==> src/rtl/pi_line_ctrl.sv <==
// Line-following steering controller: sequences IR pairs through the A2D,
// forms a weighted left/right error and runs a decimated PI loop on motor duty.
module pi_line_ctrl #(
  parameter int N_PAIRS    = 3,
  parameter int RES_W      = 12,
  parameter int OUT_W      = 11,
  parameter int SETTLE_CYC = 4096,
  parameter int GAP_CYC    = 32,
  parameter int INT_DEC    = 4,
  parameter int FWD_MAX    = 1792,
  localparam int CH_W      = (2 * N_PAIRS > 2) ? $clog2(2 * N_PAIRS) : 1
) (
  input  logic                    clk,
  input  logic                    rst_n,
  input  logic                    go,
  input  logic [7:0]              kp,
  input  logic [7:0]              ki,
  input  logic                    cnv_cmplt,
  input  logic [RES_W-1:0]        res,
  output logic                    strt_cnv,
  output logic [CH_W-1:0]         chnnl,
  output logic [N_PAIRS-1:0]      ir_en,
  output logic [OUT_W-1:0]        lft,
  output logic [OUT_W-1:0]        rht,
  output logic signed [RES_W-1:0] err,
  output logic                    vld
);
  localparam int K_W   = (N_PAIRS > 1) ? $clog2(N_PAIRS) : 1;
  localparam int CNT_W = $clog2((SETTLE_CYC > GAP_CYC) ? SETTLE_CYC : GAP_CYC) + 1;
  localparam int DEC_W = (INT_DEC > 1) ? $clog2(INT_DEC) : 1;
  localparam int ACC_W = RES_W + N_PAIRS + 2;
  localparam int P_W   = RES_W + 9;
  localparam int U_W   = RES_W + 1;
  localparam int D_W   = ((OUT_W > RES_W) ? OUT_W : RES_W) + 3;

  localparam logic signed [P_W-1:0]   P_MAX = P_W'(2 ** (RES_W - 1) - 1);
  localparam logic signed [P_W-1:0]   P_MIN = P_W'(-(2 ** (RES_W - 1)));
  localparam logic signed [RES_W-1:0] S_MAX = RES_W'(2 ** (RES_W - 1) - 1);
  localparam logic signed [RES_W-1:0] S_MIN = RES_W'(-(2 ** (RES_W - 1)));
  localparam logic signed [D_W-1:0]   D_MAX = D_W'(2 ** OUT_W - 1);

  typedef enum logic [2:0] {IDLE, SETTLE, CNV_A, GAP, CNV_B, PI, OUT} state_t;
  state_t state, state_nxt;

  logic [K_W-1:0]          k;
  logic [CNT_W-1:0]        cnt;
  logic [DEC_W-1:0]        dec;
  logic [OUT_W-1:0]        fwd;
  logic signed [ACC_W-1:0] acc, res_sh;
  logic signed [RES_W-1:0] intgrl, err_new, pcomp, icomp;
  logic signed [P_W-1:0]   i_sum, p_prod, i_prod;
  logic signed [U_W-1:0]   u;
  logic signed [D_W-1:0]   l_sum, r_sum;
  logic                    last_pair, settle_done, gap_done;

  function automatic logic signed [RES_W-1:0] sat_s(input logic signed [P_W-1:0] v);
    if (v > P_MAX) return S_MAX;
    else if (v < P_MIN) return S_MIN;
    else return v[RES_W-1:0];
  endfunction

  function automatic logic [OUT_W-1:0] clamp_u(input logic signed [D_W-1:0] v);
    if (v[D_W-1]) return '0;
    else if (v > D_MAX) return '1;
    else return v[OUT_W-1:0];
  endfunction

  assign last_pair   = (k == K_W'(N_PAIRS - 1));
  assign settle_done = (cnt == CNT_W'(SETTLE_CYC - 1));
  assign gap_done    = (cnt == CNT_W'(GAP_CYC - 1));
  assign res_sh      = $signed(ACC_W'(res) << k);
  assign ir_en       = (state == IDLE) ? '0 : (N_PAIRS'(1) << k);

  // Full-width signed arithmetic, saturated back to RES_W before use.
  assign err_new = sat_s(P_W'(acc));
  assign i_sum   = P_W'(intgrl) + P_W'(err_new);
  assign p_prod  = P_W'(err) * P_W'($signed({1'b0, kp}));
  assign i_prod  = P_W'(intgrl) * P_W'($signed({1'b0, ki}));
  assign pcomp   = sat_s(p_prod >>> 4);
  assign icomp   = sat_s(i_prod >>> 4);
  assign u       = U_W'(pcomp) + U_W'(icomp);
  assign l_sum   = D_W'($signed({1'b0, fwd})) + D_W'(u);
  assign r_sum   = D_W'($signed({1'b0, fwd})) - D_W'(u);

  always_ff @(posedge clk or negedge rst_n) begin
    if (!rst_n) state <= IDLE;
    else        state <= state_nxt;
  end

  // strt_cnv is a one-cycle request; the converter answers with a one-cycle
  // cnv_cmplt carrying res. Only a response seen in CNV_A/CNV_B is consumed.
  always_comb begin
    state_nxt = state;
    if (!go) begin
      state_nxt = IDLE;
    end else begin
      case (state)
        IDLE:    state_nxt = SETTLE;
        SETTLE:  if (settle_done) state_nxt = CNV_A;
        CNV_A:   if (cnv_cmplt) state_nxt = GAP;
        GAP:     if (gap_done) state_nxt = CNV_B;
        CNV_B:   if (cnv_cmplt) state_nxt = last_pair ? PI : SETTLE;
        PI:      state_nxt = OUT;
        OUT:     state_nxt = SETTLE;
        default: state_nxt = IDLE;
      endcase
    end
  end

  always_ff @(posedge clk or negedge rst_n) begin
    if (!rst_n) begin
      strt_cnv <= 1'b0;
      chnnl    <= '0;
      lft      <= '0;
      rht      <= '0;
      err      <= '0;
      vld      <= 1'b0;
      k        <= '0;
      cnt      <= '0;
      dec      <= '0;
      fwd      <= '0;
      acc      <= '0;
      intgrl   <= '0;
    end else begin
      strt_cnv <= 1'b0;
      vld      <= 1'b0;
      if (!go) begin
        lft    <= '0;
        rht    <= '0;
        err    <= '0;
        k      <= '0;
        cnt    <= '0;
        dec    <= '0;
        fwd    <= '0;
        acc    <= '0;
        intgrl <= '0;
      end else begin
        case (state)
          IDLE: begin
            k   <= '0;
            cnt <= '0;
          end
          SETTLE: begin
            if (settle_done) begin
              strt_cnv <= 1'b1;
              chnnl    <= CH_W'({k, 1'b0});
              cnt      <= '0;
            end else begin
              cnt <= cnt + 1'b1;
            end
          end
          CNV_A: if (cnv_cmplt) acc <= acc + res_sh;
          GAP: begin
            if (gap_done) begin
              strt_cnv <= 1'b1;
              chnnl    <= CH_W'({k, 1'b1});
              cnt      <= '0;
            end else begin
              cnt <= cnt + 1'b1;
            end
          end
          CNV_B: begin
            if (cnv_cmplt) begin
              acc <= acc - res_sh;
              if (!last_pair) k <= k + 1'b1;
            end
          end
          PI: begin
            err <= err_new;
            if (dec == DEC_W'(INT_DEC - 1)) begin
              intgrl <= sat_s(i_sum);
              dec    <= '0;
            end else begin
              dec <= dec + 1'b1;
            end
          end
          OUT: begin
            // lft/rht use the speed from before this period's ramp step.
            lft <= clamp_u(l_sum);
            rht <= clamp_u(r_sum);
            vld <= 1'b1;
            if (fwd < OUT_W'(FWD_MAX)) fwd <= fwd + 1'b1;
            acc <= '0;
            k   <= '0;
          end
          default: ;
        endcase
      end
    end
  end
endmodule

==> config.mk <==
export PLATFORM = sky130hd
export DESIGN_NAME = pi_line_ctrl
export DESIGN_NICKNAME = d
export VERILOG_FILES = /design/src/rtl/pi_line_ctrl.sv
export SDC_FILE = /design/constraint.sdc
export NUM_CORES = 1
export LEC_CHECK = 0
export BUFFER_PORTS_ARGS = -buffer_cell sky130_fd_sc_hd__buf_4
export CORE_AREA = 2 2 170 172
export CTS_CLUSTER_DIAMETER = 80
export CTS_CLUSTER_SIZE = 40
export DETAILED_ROUTE_END_ITERATION = 12
export DIE_AREA = 0 0 172 174
export GPL_TIMING_DRIVEN = 0
export HOLD_SLACK_MARGIN = 0.08
export PLACE_DENSITY = 0.75
export SKIP_CTS_REPAIR_TIMING = 1
export SLEW_MARGIN = 5
export SYNTH_ARGS = -nofsm -noshare
export SYNTH_HDL_FRONTEND = slang
export SYNTH_SLANG_ARGS = --single-unit
==> constraint.sdc <==
create_clock -name clk -period 11.9 [get_ports clk]
set_input_delay 1.785 -clock clk [delete_from_list [all_inputs] [get_ports clk]]
set_output_delay 1.785 -clock clk [all_outputs]
set_load 0.02 [all_outputs]
==> flow_metrics.py <==
metrics = {
    "sta": {
        "rsz0062_at_grt": "no",
        "tns_ns": 0,
        "max_freq_mhz": 89.9,
        "fin_ws_ns": 0.774,
        "maxSlewViolCount": 0,
        "finalHoldViolCount": 0,
        "fin_crit_ns": 11.13,
        "skew_ns": 0.00748,
        "slew_headroom_pct": 47.3,
        "worst_pin_slew_ns": 0.785,
        "period_share_pct": 93.5,
        "setup_viol": 0,
    },
    "worst_hold_path": {
        "hold_path_class": "reg2reg",
        "hold_depth": 1,
        "holdPathEnd": "rht[7]",
        "worstHoldStart": "rht[7]",
    },
    "floorplanning": {
        "die_w_um": 172,
        "num_io_pins": 74,
        "core_um2": 28200,
        "num_rows": 62,
        "dieHeight_um": 174,
        "start_util_pct": 55.1,
        "die_area_um2": 29900,
    },
    "power_and_ir_drop": {
        "power_density_nw_per_um2": 61.0,
        "p_leak_nw": 8.55,
        "ir_drop_v": 0.0000887,
    },
    "clock_network": {
        "cts_buffers": 9,
        "path_clk_slew_ns": 0.07,
        "clockBufferDepth": 2,
        "cts_num_sinks": 99,
        "htree_levels": 3,
        "clk_latency_ns": 0.35,
        "clockRootBuffer": "clkbuf_16",
        "cts_tree": "built",
    },
    "synthesis": {
        "synth_warnings": 0,
        "synth_edf_count": 0,
        "syn-cell-area_um2": 15500,
        "ys_ff_latch": 99,
        "ys_seq_area_share_pct": 15.9,
        "async_flop_share_pct": 100,
        "postSynthCellCount": 1892,
        "synthDistinctLibCells": 79,
        "syn_avg_cell_area_um2": 8.22,
        "synthFlopType": "dfrtp_1",
        "synth.net_count": 2235,
    },
    "setup_path": {
        "r2r_cells": 35,
        "critical-path-top-delay-family": "compound AO/OA/AOI/OAI gates",
        "critPathBufInv": 9,
        "slowest_stage": "fa_1",
        "critPathMaxFanout": 10,
        "r2r_end": "rht[2]",
        "worst-setup-path-type": "in2reg",
        "crit_path_end_kind": "flop",
        "cp_slowest_stage_delay_ns": 0.56,
        "critPathRequiredTime_ns": 12.14,
        "cp_data_arrival_time_ns": 11.36,
        "start_kind": "input pin",
        "r2r_start": "err[11]",
        "r2r_slack_ns": 1.89,
    },
    "layout": {
        "drive_above_1_share_pct": 5.85,
        "diodes": 0,
        "nets": 2320,
        "fillCellCount": 2576,
        "layout.cells.non_filler": 2366,
        "area_growth_pct": 8.64,
        "fin_area_um2": 16900,
    },
    "global_route": {
        "gr-total-overflow": 0,
        "antenna_found_initial": 0,
        "first_global_vias": 13400,
        "grt_pass1_wl_mm": 64.0,
        "grt_max_degree": 100,
        "grt_usage_pct": 26.2,
    },
    "route": {
        "drtIter0Drc": 764,
        "ant_nets": 0,
        "wl_mm": 37.4,
        "firstDrtPassIters": 5,
        "vias": 13200,
        "drc": 0,
        "routed_via_density": 5.59,
        "wl_per_cell_um": 15.8,
    },
    "place": {
        "placed_area_um2": 16600,
        "port_buffers": 73,
        "gp_congestion": 0.891,
        "dpl_worst_slack_ns": 0.227,
        "place_inst": 2349,
        "detailed_place_hpwl_mm": 31.0,
    },
    "outcome": {
        "status": "complete, no violations",
    },
    "flow_run": {
        "drv_cap": 0,
    },
}
per-stage QoR:
step,utilization [%],total power [mW],hold WS (ns)
finish,59.8,1.03,0.492
global route,59.8,1.09,0.509
CTS,59.7,1.03,0.493
detailed placement,58.7,0.758,0.477
global placement,58.7,0.748,0.474
floorplan,-,0.653,0.471
final cells by class:
cell class / instances / area (um2) / area share (%)
Multi-Input combinational cell: 1411 / 11600 / 68.8
Sequential cell: 99 / 2480 / 14.7
Inverter: 306 / 1150 / 6.80
Timing Repair Buffer: 74 / 579 / 3.43
Tap cell: 384 / 480 / 2.84
Buffer: 76 / 312 / 1.84
Clock buffer: 11 / 233 / 1.38
Clock inverter: 5 / 38.8 / 0.230
kinds of logic after synthesis:
kind of cell / share of synthesized area [%]
AND/OR/NAND/NOR: 17.6
buffers and inverters: 9.39
XOR/XNOR: 5.63
multiplexers: 1.33
flip-flops: 15.9
adder cells (fa/ha/maj): 32.8
AO/OA/AOI/OAI: 17.3
how the worst max path moves through the flow:
| stage | to | cells past startpoint | start | slack, ns |
|---|---|---|---|---|
| CTS | rht[2] | 39 | ki[5] | 0.56 |
| detailed placement | rht[2] | 39 | ki[5] | 0.23 |
| finish | rht[2] | 39 | ki[5] | 0.77 |
| global route | rht[3] | 39 | ki[5] | 0.09 |
| floorplan | rht[10] | 35 | kp[2] | 1.84 |
| global placement | rht[8] | 36 | kp[0] | 0.33 |
synthesized netlist by cell type (all sizes together), types with 6 or more instances:
cell,number,share of area [%]
buf,13,0.44
nor4,9,0.36
inv,306,7.4
nand2,209,5.0
o21ai,95,3.1
a211o,14,0.79
and3,9,0.36
ha,150,12
nand2b,22,0.89
nor3,23,0.74
nand3,43,1.4
a22o,13,0.73
nor2b,15,0.60
mux2i,15,0.97
xor2,31,1.7
clkbuf,63,1.6
o21a,29,1.4
a22oi,10,0.48
a211oi,11,0.53
and2,89,3.6
o31ai,15,0.72
a21o,30,1.4
a21oi,103,3.3
o2111ai,6,0.34
a221o,7,0.45
o21bai,9,0.43
fa,161,21
or3,10,0.40
a31oi,10,0.40
dfrtp,99,16
xnor2,69,3.9
o211ai,11,0.53
nor2,116,2.8
per-layer routing:
metal	share of wire (%)	up-vias	track usage (%)	wire length [um]
met4	2.9	0	8.12	1070
met3	4.2	67	2.69	1570
li1	-	6422	-	-
met2	49	313	45.9	18400
met5	0	-	0	0
met1	44	6416	34.1	16400
layout by cell type, fill, tap and decap left out, drive strengths merged, types with 43 or more instances in the layout:
master / instances
nand3: 43
and2: 89
a21oi: 103
nand2: 209
clkbuf: 74
dfrtp: 99
o21ai: 95
inv: 307
xnor2: 69
buf: 87
nor2: 116
ha: 150
fa: 161
state kept, by name (all words and copies together) (netlist names), 3 cells and up:
signal  count
acc        17
cnt        13
err        12
intgrl     12
fwd        11
lft        11
rht        11
chnnl       3
state       3
where the power goes:
group          internal [mW]  total (mW)  switching, mW
Sequential             0.355       0.375         0.0198
Clock                  0.143       0.273          0.130
Combinational          0.157       0.382          0.225
Total                  0.655        1.03          0.375
worst register-to-register path: cells and delay by family, from the launching register on:
kind / cells / cell delay, ns
flops: 1 / 0.41
buf+inv: 6 / 1.01
fa+ha+maj: 7 / 3.08
simple gates: 7 / 1.77
xor+xnor: 2 / 0.39
compound gates: 13 / 3.24
(Power assumes the default switching activity.)
